--- src/rtl/alu_result_tx.sv ---
// alu_result_tx: serialises one {carry, 10-bit result} from the ALU stage into
// a frame of 4-bit nibbles on a valid/ready output port.
// Optional feature macro: ALU_RESULT_TX_PARITY_EN appends a parity nibble
// {3'b101, even parity} to every frame (frame length 4 instead of 3).
module alu_result_tx #(
    parameter int unsigned MSB_FIRST = 0,
    parameter int unsigned FCNT_W    = 8
) (
    input  logic              clk,
    input  logic              rst_n,
    input  logic              res_valid,
    output logic              res_ready,
    input  logic [9:0]        res_q,
    input  logic              carry_q,
    output logic              out_valid,
    input  logic              out_ready,
    output logic [3:0]        out_data,
    output logic              out_last,
    output logic [1:0]        out_idx,
    output logic              busy,
    output logic [FCNT_W-1:0] frame_cnt
);

    localparam int unsigned NIB_W  = 4;
    localparam int unsigned IDX_W  = 2;
    localparam int unsigned HOLD_W = 11;
`ifdef ALU_RESULT_TX_PARITY_EN
    localparam logic [IDX_W-1:0] LAST_IDX = 2'd3;
`else
    localparam logic [IDX_W-1:0] LAST_IDX = 2'd2;
`endif

    typedef enum logic {
        IDLE = 1'b0,
        SEND = 1'b1
    } state_t;

    state_t              state;
    state_t              state_nxt;
    logic [HOLD_W-1:0]   hold;
    logic [HOLD_W-1:0]   hold_nxt;
    logic [IDX_W-1:0]    idx;
    logic [IDX_W-1:0]    idx_nxt;
    logic [FCNT_W-1:0]   cnt;
    logic [FCNT_W-1:0]   cnt_nxt;
    logic                last_c;
    logic                take_c;
    logic                accept_c;
    logic [NIB_W-1:0]    nib_c;

    // Handshake qualifiers: a new result may enter while idle or as the last nibble leaves
    assign last_c    = (state == SEND) && (idx == LAST_IDX);
    assign take_c    = (state == SEND) && out_ready;
    assign res_ready = (state == IDLE) || (take_c && last_c);
    assign accept_c  = res_valid && res_ready;

    // State, hold register, nibble index and frame counter
    always_ff @(posedge clk or negedge rst_n) begin
        if (!rst_n) begin
            state <= IDLE;
            hold  <= '0;
            idx   <= '0;
            cnt   <= '0;
        end else begin
            state <= state_nxt;
            hold  <= hold_nxt;
            idx   <= idx_nxt;
            cnt   <= cnt_nxt;
        end
    end

    // Next-state logic: capture on accept, step the index on every nibble taken
    always_comb begin
        state_nxt = state;
        hold_nxt  = hold;
        idx_nxt   = idx;
        cnt_nxt   = cnt;
        case (state)
            IDLE: begin
                if (accept_c) begin
                    hold_nxt  = {carry_q, res_q};
                    idx_nxt   = '0;
                    state_nxt = SEND;
                end
            end
            SEND: begin
                if (take_c) begin
                    if (!last_c) begin
                        idx_nxt = idx + IDX_W'(1);
                    end else begin
                        cnt_nxt = cnt + FCNT_W'(1);
                        if (accept_c) begin
                            hold_nxt = {carry_q, res_q};
                            idx_nxt  = '0;
                        end else begin
                            state_nxt = IDLE;
                        end
                    end
                end
            end
            default: state_nxt = IDLE;
        endcase
    end

    // Nibble select from the registered hold value and index
    always_comb begin
        nib_c = '0;
        case (idx)
            2'd0:    nib_c = (MSB_FIRST != 0) ? {1'b0, hold[10:8]} : hold[3:0];
            2'd1:    nib_c = hold[7:4];
            2'd2:    nib_c = (MSB_FIRST != 0) ? hold[3:0] : {1'b0, hold[10:8]};
`ifdef ALU_RESULT_TX_PARITY_EN
            2'd3:    nib_c = {3'b101, ^hold};
`endif
            default: nib_c = '0;
        endcase
    end

    assign out_valid = (state == SEND);
    assign busy      = (state == SEND);
    assign out_data  = (state == SEND) ? nib_c : '0;
    assign out_last  = last_c;
    assign out_idx   = idx;
    assign frame_cnt = cnt;

endmodule

--- config.mk ---
export PLATFORM = sky130hd
export DESIGN_NAME = alu_result_tx
export DESIGN_NICKNAME = d
export VERILOG_FILES = /design/src/rtl/alu_result_tx.sv
export SDC_FILE = /design/constraint.sdc
export NUM_CORES = 1
export LEC_CHECK = 0
export BUFFER_PORTS_ARGS = -buffer_cell sky130_fd_sc_hd__buf_2
export CORE_UTILIZATION = 50
export DETAILED_ROUTE_END_ITERATION = 6
export PLACE_DENSITY_LB_ADDON = 0.3
export SLEW_MARGIN = 5
export SYNTH_ARGS = -nofsm -noshare
export SYNTH_HDL_FRONTEND = slang
export SYNTH_SLANG_ARGS = --single-unit
--- constraint.sdc ---
create_clock -name clk -period 2 [get_ports clk]
set_input_delay 0.1 -clock clk [delete_from_list [all_inputs] [get_ports clk]]
set_output_delay 0.1 -clock clk [all_outputs]
set_load 0.05 [all_outputs]
# Yosys cells after proc, flatten, opt, wreduce, memory -nomap -nowiden
# Index checks and enable logic that the tools add are counted.
[totals]
regBits = 22
out_inout_bits = 18
in_bits = 15
word_cells = 33
[op_classes]
n_bitwise = 1
n_eq_ne = 4
n_addsub = 2
mux = 14
reduce_logical = 8
[op_table]
columns = ["cell", "n"]
rows = [
  ["two-way mux 11 bit", 3],
  ["one-hot mux 11 bit (2 select lines)", 1],
  ["one-hot mux 4 bit (3 select lines)", 1],
  ["adder 8 x 1 -> 8 bit, second input constant", 1],
  ["two-way mux 2 bit", 3],
  ["logical AND 1 bit", 4],
  ["two-way mux 4 bit", 1],
  ["!= test 2 x 1 -> 1 bit, second input constant", 2],
  ["one-hot mux 2 bit (2 select lines)", 1],
  ["two-way mux 1 bit", 3],
  ["AND reduction 3 bit", 1],
  ["adder 2 x 1 -> 2 bit, second input constant", 1],
  ["== test 2 x 1 -> 1 bit, second input constant", 1],
  ["== test 2 bit, second input constant", 1],
  ["zero test 2 bit", 1],
  ["one-hot mux 1 bit (2 select lines)", 1],
  ["AND reduction 2 bit", 1],
  ["logical OR 1 bit", 1],
  ["inverter 1 bit", 1],
]

# Logic depth before layout (Yosys ltp)
# Gate-level depths: netlist of the first run.
[depth]
word_depth = 9
ltp_mapped = 7
depth_no_buf = 5

# Least setup slack after synthesis of the first run
# No wires, ideal clock.
[synth_timing]
path_type = "register to register"
start = "register idx[0], in the netlist out_idx[0]"
end = "register hold[0]"
setup_time_ns = 0.125
path_buffers = 2
t_required_ns = 1.875
path_slack_ns = -0.138
arrival_time_ns = 2.012
period_less_slack_ns = 2.138
stages_incl_launch_ff = 8
path_cell_list = "dfrtp_1 inv_1 ha_1 buf_2 a21bo_4 nand2_4 buf_12 mux2_4"
[synth_between]
elab_chain_len = 9
[synth_lines]
columns = ["item", "line", "text"]
rows = [
  ["from (decl)", "42", "logic [IDX_W-1:0] idx;"],
  ["from (signal assigned)", "67", "idx <= idx_nxt;"],
  ["== test 2 bit (*)", "52", "assign last_c = (state == SEND) && (idx == LAST_IDX);"],
  ["logical AND 1 bit (*)", "52", ""],
  ["logical AND 1 bit (*)", "54", "assign res_ready = (state == IDLE) || (take_c && last_c);"],
  ["logical OR 1 bit (*)", "54", ""],
  ["via res_ready", "12", "output logic res_ready,"],
  ["logical AND 1 bit (*)", "55", "assign accept_c = res_valid && res_ready;"],
  ["two-way mux 11 bit (*)", "-", ""],
  ["two-way mux 11 bit (2 in a row)", "-", ""],
  ["one-hot mux 11 bit (2 select lines) (*)", "-", ""],
  ["to (signal assigned)", "66", "hold <= hold_nxt;"],
  ["to (decl)", "40", "logic [HOLD_W-1:0] hold;"],
]
# Mark *: on every way through the listed nets, which the timed path passes. The rest lies on a longest branch. The select of a mux whose other input is x is not followed.
# A chain may end at the register's enable or synchronous reset.

# Final worst setup path of the first run
[layout_timing]
start = "register idx[1], in the netlist out_idx[1]"
end = "output port out_data[0]"
[layout_between]
elab_chain_len = 3
[layout_lines]
columns = ["item", "line", "text"]
rows = [
  ["== test 2 bit, or another cell as far along", "108", "case (idx)"],
  ["one-hot mux 4 bit (3 select lines) (*)", "108", ""],
  ["two-way mux 4 bit (*)", "121", "assign out_data = (state == SEND) ? nib_c : '0;"],
  ["to (decl)", "17", "output logic [3:0] out_data,"],
]
# Mark *: on every way between the ends. The rest lies on a longest branch, timed or not.

==> flow_metrics.tcl, run 1 <==
set metrics [dict create \
    rsz0062_at_grt "false" \
    initial_utilization_pct 55.09 \
    grt_pass1_wl_um 3560 \
    wl_per_cell_um 14.40 \
    final.setup_skew_ps 6.847 \
    hold_class "input port to flip-flop" \
    pwr-share-comb_pct 57.7 \
    r2r_setup_slack_ps 320 \
    min_period_ps 1814 \
    crit_path_end_kind "primary output" \
    start_kind "flip-flop" \
    fmaxAchievable_mhz 551.2 \
    cap_violations 0 \
    synth_fp_nets 105 \
    cts_root_buf "clkbuf_4" \
    ir_drop_mv 0.9219 \
    cts.sinks 22 \
    p_clk_share_pct 8.7 \
    grt_pass1_vias 767 \
    grt_max_degree 23 \
    clock_path_buffers 2 \
    r2r_start "out_idx[0]" \
    ys.warnings.count 0 \
    setup_viol 0 \
    grt_usage_pct 19.10 \
    drtIter0Drc 24 \
    hpwl_um 1588 \
    fin_nets 143 \
    worst-slew-pin-transition_ps 482.3 \
    reg2reg_to "hold[10]" \
    synthCells 85 \
    cts_tree "yes" \
    synth_cell_type_count 29 \
    hold_ws_ps 25.20 \
    min_from "carry_q" \
    drc_errors 0 \
    hold_end "hold[10]" \
    drt-pass1-iter-count 6 \
    cts_setup_buffers 0 \
    grt_remaining_overflow 0 \
    outcome "completed" \
    via_count 802 \
    rows 16 \
    p_leak_nw 0.7084 \
    max_slew_margin_pct 67.84 \
    cts_htree_levels 1 \
    syn_area_um2 1125 \
    synth_area_per_cell_um2 13.23 \
    gp_congestion 0.7388 \
    switchingPower_mw 1.150 \
    ant_nets 0 \
    wl_um 2145 \
    p_int_mw 1.184 \
    ff2ff_path_depth 5 \
    fillers 185 \
    area_growth_pct 20.80 \
    vias_per_cell 5.383 \
    cp_max_fo 5 \
    clk_pin_slew_ps 120 \
    antenna_found_initial 0 \
    pwr_density_cell_nw_per_um2 1718 \
    fin_crit_sh_pct 90.71 \
    seq_area_frac_synth_pct 48.94 \
    portBuffers 32 \
    final_common_cell "buf_2" \
    critical_path_class "flip-flop to primary output" \
    swShare_pct 49.27 \
    timing_hold_violations_final 0 \
    die-area_um2 2443 \
    cts_buffers 3 \
    core-area_um2 2042 \
    io_pins 33 \
    fin_setup_tns_ps 0 \
    clk_latency_ps 300 \
    cp_data_arrival_time_ps 1710 \
    die-width_um 49.43 \
    drive_above_1_share_pct 44.26 \
    hold_depth 2 \
    maxSlewViolCount 0 \
    diodes 0 \
    final_cell_mix "buf_2 (32), dfrtp_1 (21), mux2_4 (10)" \
    seq_power_share_pct 33.6 \
    required_ps 1900 \
    dieHeight_um 49.43 \
    synth-seq-cells 22 \
]
-- state kept, by name, summed over array words and instances, names as in the netlist --
signal	cells
out_idx	2
busy	1
hold	11
frame_cnt	8
-- synthesized netlist by cell type, drive strengths merged --
library cell / number / share of area [%]
o22ai: 1 / 0.56
nor2: 5 / 1.7
or2b: 2 / 1.3
nand2b: 1 / 0.56
nand4: 4 / 2.2
a21bo: 1 / 1.4
inv: 5 / 1.7
a222oi: 3 / 2.7
xor2: 2 / 1.6
mux2: 12 / 15
xnor2: 5 / 3.9
nor3: 1 / 0.44
a22oi: 1 / 0.67
buf: 4 / 3.6
and2: 1 / 0.56
nand2: 2 / 1.3
ha: 5 / 5.6
mux2i: 1 / 0.89
a21oi: 1 / 0.44
nand3: 2 / 1.3
and3: 1 / 0.67
nor4: 1 / 1.1
dfrtp: 22 / 49
a22o: 2 / 1.6
-- power groups by stage --
stage	clock network (mW)	registers (mW)	logic, mW
floorplan	0	0.965	0.888
global placement	0	0.784	1.30
detailed placement	0	0.794	1.33
CTS	0.205	0.784	1.34
global route	0.241	0.814	1.44
finish	0.204	0.784	1.35
-- per-stage QoR --
step / cells / power, mW / cell area [um2] / utilization (%) / setup slack, ps
global route: 149 / 2.491 / 1359 / 66.54 / 10.61
finish: 149 / 2.334 / 1359 / 66.54 / 185.7
detailed placement: 140 / 2.128 / 1280 / 62.68 / 254.1
CTS: 145 / 2.330 / 1316 / 64.46 / 82.28
floorplan: 85 / 1.854 / 1126 / - / 44.13
global placement: 140 / 2.082 / 1280 / 62.68 / 319.3
-- critical path, stage by stage (launching register included) --
cell	delay, ps
dfrtp_1	440
inv_1	110
ha_1	250
a222oi_1	340
nor2_1	70
buf_2	210
-- what timing repair did --
| item | CTS | global route |
|---|---|---|
| endpoints found under the hold margin | 22 | 4 |
| gates resized for setup | 0 | 1 |
| hold buffers | 1 | 4 |
| setup endpoints to repair | 0 | 3 |
-- metal layers --
metal | vias to the layer above | track usage [%] | routed length [um]
met3 | 0 | 3.738 | 118
met4 | 0 | 5.238 | 0
met5 | - | 0 | 0
met2 | 29 | 29.22 | 1056
li1 | 372 | - | -
met1 | 401 | 27.57 | 970
-- cell type report --
| class | instances | area (um2) | area share, % |
|---|---|---|---|
| inverter | 5 | 18.77 | 1.381 |
| timing repair buffer | 37 | 210.2 | 15.47 |
| multi-input combinational | 54 | 518.0 | 38.12 |
| clock buffer | 4 | 26.28 | 1.934 |
| sequential | 22 | 551.8 | 40.61 |
| tap | 27 | 33.78 | 2.486 |
-- kinds of logic after synthesis --
logic type / count (synthesis) / synth area share (%)
xor+xnor: 7 / 5.451
compound gates: 9 / 7.342
flops: 22 / 48.94
buf+inv: 9 / 5.227
simple gates: 20 / 11.23
fa+ha+maj: 5 / 5.562
mux: 13 / 16.24
-- worst max-delay path by stage --
stage,from,end,slack (ps),cells after the start
3_5_place_dp,out_idx[0],hold[10],250,5
6_report,out_idx[1],out_data[0],190,5
2_1_floorplan,out_idx[0],hold[0],40,7
5_1_grt,out_idx[1],out_data[0],10,5
3_3_place_gp,out_idx[0],hold[10],320,5
4_1_cts,out_idx[0],out_data[2],80,5
Note: power is estimated with default switching activity, not from simulation.
==> inputs of run 2 (changes only) <==
--- a/config.mk
+++ b/config.mk
@@ -8,8 +8,10 @@
 export BUFFER_PORTS_ARGS = -buffer_cell sky130_fd_sc_hd__buf_2
 export CORE_UTILIZATION = 50
 export DETAILED_ROUTE_END_ITERATION = 6
+export MAX_ROUTING_LAYER = met4
 export PLACE_DENSITY_LB_ADDON = 0.3
 export SLEW_MARGIN = 5
 export SYNTH_ARGS = -nofsm -noshare
 export SYNTH_HDL_FRONTEND = slang
 export SYNTH_SLANG_ARGS = --single-unit
+export TNS_END_PERCENT = 10
==> run 2 against run 1 <==
Utilization unchanged. First-iteration DRC count decreased by 42%. Cell count unchanged. Final area unchanged. Power increased by 0.12%. Critical endpoint is now out_data[2]. Highest routed layer is now met4.
==> flow_metrics.tcl, run 2 (synthesis gave the netlist of run 1 again) <==
set metrics [dict create \
    hold_class "input port to flip-flop" \
    drive_above_1_share_pct 44.26 \
    slowest_stage "dfrtp_2" \
    path_buf_inv 2 \
    final.setup_skew_ps 11.43 \
    cts_tree "yes" \
    wl_per_cell_um 14.42 \
    worst-slew-pin-transition_ps 500.1 \
    rsz0062_at_grt "false" \
    cp_data_arrival_time_ps 1710 \
    crit_path_end_kind "primary output" \
    antenna_found_initial 0 \
    maxSlewViolCount 0 \
    outcome "completed" \
    cts_htree_levels 1 \
    grt_remaining_overflow 0 \
    die-width_um 49.43 \
    fin_crit_sh_pct 90.60 \
    grt_max_degree 23 \
    gp_congestion 0.7480 \
    r2r_start "out_idx[0]" \
    ff2ff_path_depth 5 \
    vias_per_cell 5.436 \
    max_stage_delay_ps 420 \
    final_common_cell "buf_2" \
    cap_violations 0 \
    dieHeight_um 49.43 \
    wl_um 2148 \
    core-area_um2 2042 \
    regMostFlops "hold" \
    area_growth_pct 20.80 \
    dp_slack_ps 254.1 \
    die-area_um2 2443 \
    required_ps 1900 \
    critical_path_class "flip-flop to primary output" \
    fillers 185 \
    setup_viol 0 \
    hpwl_um 1588 \
    min_from "carry_q" \
    grt_pass1_vias 768 \
    via_count 810 \
    p_leak_nw 0.7084 \
    fin_ws_ps 188.0 \
    hold_end "hold[10]" \
    largest_reg_flops 11 \
    fin_nets 143 \
    final_cell_mix "buf_2 (32), dfrtp_1 (21), mux2_4 (10)" \
    cts_buffers 3 \
    cp_top_family "flip-flops" \
    cts_setup_buffers 0 \
    max_slew_margin_pct 66.66 \
    hold_ws_ps 19.69 \
    r2r_setup_slack_ps 330 \
    diodes 0 \
    drt-pass1-iter-count 4 \
    fmaxAchievable_mhz 551.9 \
    cts_root_buf "clkbuf_4" \
    hold_depth 2 \
    path_cells "inv_1 > ha_2 > a222oi_1 > nor2_1 > buf_2" \
    ir_drop_mv 0.9210 \
    reg2reg_to "hold[10]" \
    initial_utilization_pct 55.09 \
    fin_setup_tns_ps 0 \
    drtIter0Drc 14 \
    clk_latency_ps 300 \
    clk_pin_slew_ps 120 \
    cp_max_fo 10 \
    start_kind "flip-flop" \
    drc_errors 0 \
    cts.sinks 22 \
    timing_hold_violations_final 0 \
    rows 16 \
    portBuffers 32 \
    grt_pass1_wl_um 3546 \
    grt_usage_pct 19.51 \
    io_pins 33 \
    ant_nets 0 \
    min_period_ps 1812 \
    clock_path_buffers 2 \
    pwr_density_cell_nw_per_um2 1720 \
]
## run 2: cell type report
class	instances	area [um2]	share of cell area [%]
Clock buffer	4	26.28	1.934
Inverter	5	18.77	1.381
Timing Repair Buffer	37	210.2	15.47
Sequential cell	22	551.8	40.61
Tap cell	27	33.78	2.486
Multi-Input combinational cell	54	518.0	38.12
## run 2: worst max-delay path by stage
stage | cells past startpoint | slack (ps) | from | to
floorplan | 7 | 40 | out_idx[0] | hold[0]
global placement | 5 | 320 | out_idx[0] | hold[10]
detailed placement | 5 | 250 | out_idx[0] | hold[10]
CTS | 5 | 80 | out_idx[0] | out_data[2]
global route | 5 | 20 | out_idx[1] | out_data[0]
finish | 5 | 190 | out_idx[0] | out_data[2]
## run 2: what timing repair did
| item | in CTS | in global routing |
|---|---|---|
| setup endpoints to repair | 0 | 3 |
| endpoints found under the hold margin | 22 | 4 |
| resized for setup | 0 | 1 |
| hold buffers | 1 | 4 |
## run 2: metal layers
layer / GRT usage (%) / up-vias / part of all wire, % / routed length, um
li1: - / 373 / - / -
met1: 26.96 / 402 / 46 / 985
met2: 29.45 / 33 / 49 / 1044
met3: 3.738 / 2 / 5.1 / 110
met4: 5.238 / 0 / 0.33 / 7
met5: - / - / 0 / 0
## run 2: where the power goes
group / total [mW] / internal [mW] / leakage [nW] / switching [mW]
clock network: 0.204 / 0.0775 / 0.0150 / 0.126
registers: 0.784 / 0.623 / 0.264 / 0.161
logic: 1.35 / 0.485 / 0.429 / 0.865
total: 2.34 / 1.18 / 0.708 / 1.15
## run 2: worst register-to-register path, cell delays in order (launching register included)
cell     delay (ps)
dfrtp_2         420
inv_1            90
ha_2            260
a21bo_4         250
nand2_4         190
mux2_2          360
## run 2: per-stage QoR
step | instances | utilization (%) | area (um2) | power (mW)
3_5_place_dp | 140 | 62.68 | 1280 | 2.128
4_1_cts | 145 | 64.46 | 1316 | 2.330
6_report | 149 | 66.54 | 1359 | 2.337
5_1_grt | 149 | 66.54 | 1359 | 2.487
3_3_place_gp | 140 | 62.68 | 1280 | 2.082
2_1_floorplan | 85 | - | 1126 | 1.854
==> inputs of run 3 (changes only) <==
--- a/config.mk
+++ b/config.mk
@@ -10,6 +10,7 @@
 export DETAILED_ROUTE_END_ITERATION = 6
 export MAX_ROUTING_LAYER = met4
 export PLACE_DENSITY_LB_ADDON = 0.3
+export SETUP_SLACK_MARGIN = 0.4
 export SLEW_MARGIN = 5
 export SYNTH_ARGS = -nofsm -noshare
 export SYNTH_HDL_FRONTEND = slang
==> run 3 against run 2 <==
Non-clock buffer count increased by 3. Setup slack improved by 100 ps. Combinational power grew 9%. Largest cell class unchanged. Critical path depth is 1 lower. Critical path type unchanged. Register-to-register slack is essentially flat. Sequential share of layout area fell by 2.2 points.
==> flow_metrics.tcl, run 3 (synthesis gave the netlist of run 1 again) <==
set metrics [dict create \
    p_leak_nw 0.7354 \
    hpwl_um 1537 \
    portBuffers 32 \
    pwr_density_cell_nw_per_um2 1812 \
    cts_buffers 3 \
    max_slew_margin_pct 67.48 \
    final_util_pct 70.47 \
    rsz0062_at_grt "true" \
    rows 16 \
    die-width_um 49.43 \
    cts_htree_levels 1 \
    cp_data_arrival_time_ps 1610 \
    p_clk_share_pct 13.0 \
    stdcell_count 152 \
    regMostFlops "hold" \
    largest_reg_flops 11 \
    drive_above_1_share_pct 50.40 \
    grt_remaining_overflow 0 \
    seq_power_share_pct 30.6 \
    via_count 814 \
    setup_viol 0 \
    required_ps 1900 \
    fin_nets 146 \
    final_common_cell "buf_2" \
    grt_pass1_vias 815 \
    wl_per_cell_um 14.57 \
    fin_ws_ps 292.2 \
    min_period_ps 1708 \
    grt_max_degree 23 \
    gp_congestion 0.8831 \
    clk_pin_slew_ps 130 \
    seq_area_um2 553.0 \
    cts.sinks 22 \
    multi_input_area_um2 533.0 \
    dp_slack_ps 460.0 \
    grt_pass1_wl_um 3746 \
    worst-slew-pin-transition_ps 487.8 \
    dp.cells 140 \
    p_int_mw 1.408 \
    cts_tree "yes" \
    swShare_pct 46.03 \
    core-area_um2 2042 \
    initial_utilization_pct 55.09 \
    final_cell_mix "buf_2 (29), dfrtp_1 (20), mux2_4 (10)" \
    maxSlewViolCount 0 \
    outcome "completed" \
    dieHeight_um 49.43 \
    fin_crit_sh_pct 85.39 \
    drc_errors 0 \
    area_growth_pct 27.92 \
    ant_nets 0 \
    clk_latency_ps 320 \
    pwr-share-comb_pct 56.4 \
    ir_drop_mv 1.646 \
    diodes 0 \
    clock_path_buffers 2 \
    r2r_setup_slack_ps 340 \
    ff2ff_path_depth 6 \
    hold_depth 2 \
    fin_setup_tns_ps 0 \
    die-area_um2 2443 \
    switchingPower_mw 1.200 \
    grt_usage_pct 20.97 \
    cap_violations 0 \
    final.setup_skew_ps 19.50 \
    crit_path_end_kind "primary output" \
    drt-pass1-iter-count 4 \
    vias_per_cell 5.355 \
    start_kind "flip-flop" \
    fillers 156 \
    antenna_found_initial 0 \
    drtIter0Drc 12 \
    hold_class "input port to flip-flop" \
    cts_root_buf "clkbuf_4" \
    fmaxAchievable_mhz 585.5 \
    wl_um 2214 \
    timing_hold_violations_final 0 \
    cp_max_fo 5 \
    io_pins 33 \
    critical_path_class "flip-flop to primary output" \
]
## run 3: cell count changes in the layout (fill, tap and decap cells not counted)
cell,previous run,this run
buf_2,32,29
buf_4,0,4
buf_6,0,2
bufinv_16,0,1
clkbuf_1,1,0
dfrtp_1,21,20
dfrtp_2,1,2
ha_1,4,2
ha_2,1,2
ha_4,0,1
inv_1,5,3
inv_2,0,2
## run 3: stage by stage
step | area, um2 | power, mW | hold slack, ps
finish | 1439 | 2.608 | 16.23
detailed placement | 1294 | 2.142 | 85.78
CTS | 1409 | 2.601 | 1.594
floorplan | 1146 | 1.884 | -195.6
global placement | 1294 | 2.100 | 82.26
global route | 1439 | 2.747 | -3.009
## run 3: repair_timing
| action | in CTS | in global routing |
|---|---|---|
| pin swaps | 2 | 0 |
| setup endpoints to repair | 4 | 19 |
| resized for setup | 8 | 0 |
| setup buffers | 3 | 0 |
| hold endpoints to repair | 23 | 3 |
| hold buffers | 2 | 3 |
## run 3: layer usage
metal | wire [um] | GRT usage (%) | vias up
met3 | 125 | 6.542 | 6
met5 | 0 | - | -
met1 | 952 | 26.40 | 391
met2 | 1089 | 33.79 | 36
li1 | - | - | 381
met4 | 47 | 3.333 | 0
## run 3: power groups by stage
stage,clock (mW),combinational (mW),sequential [mW]
2_1_floorplan,0,0.912,0.973
3_3_place_gp,0,1.31,0.790
3_5_place_dp,0,1.34,0.801
4_1_cts,0.344,1.46,0.796
5_1_grt,0.371,1.55,0.824
6_report,0.339,1.47,0.798
## run 3: critical path: stages, from the launching register on
cell,delay [ps]
dfrtp_2,460
ha_1,210
nand2b_1,200
nor2_1,150
buf_2,280
## run 3: layout make-up
type                       instances  area share [%]
timing repair buffer              40           17.22
multi-input combinational         54           37.04
tap                               27           2.348
sequential                        22           38.43
clock inverter                     1           2.087
inverter                           5           1.304
clock buffer                       3           1.565
## run 3: final timing paths
check	startpoint	end
max reg2reg	out_idx[0]	hold[10]
max	out_idx[1]	out_data[3]
min in group asynchronous	rst_n	busy
min	carry_q	hold[10]
min reg2reg	frame_cnt[7]	frame_cnt[7]
max in group asynchronous	rst_n	out_idx[1]
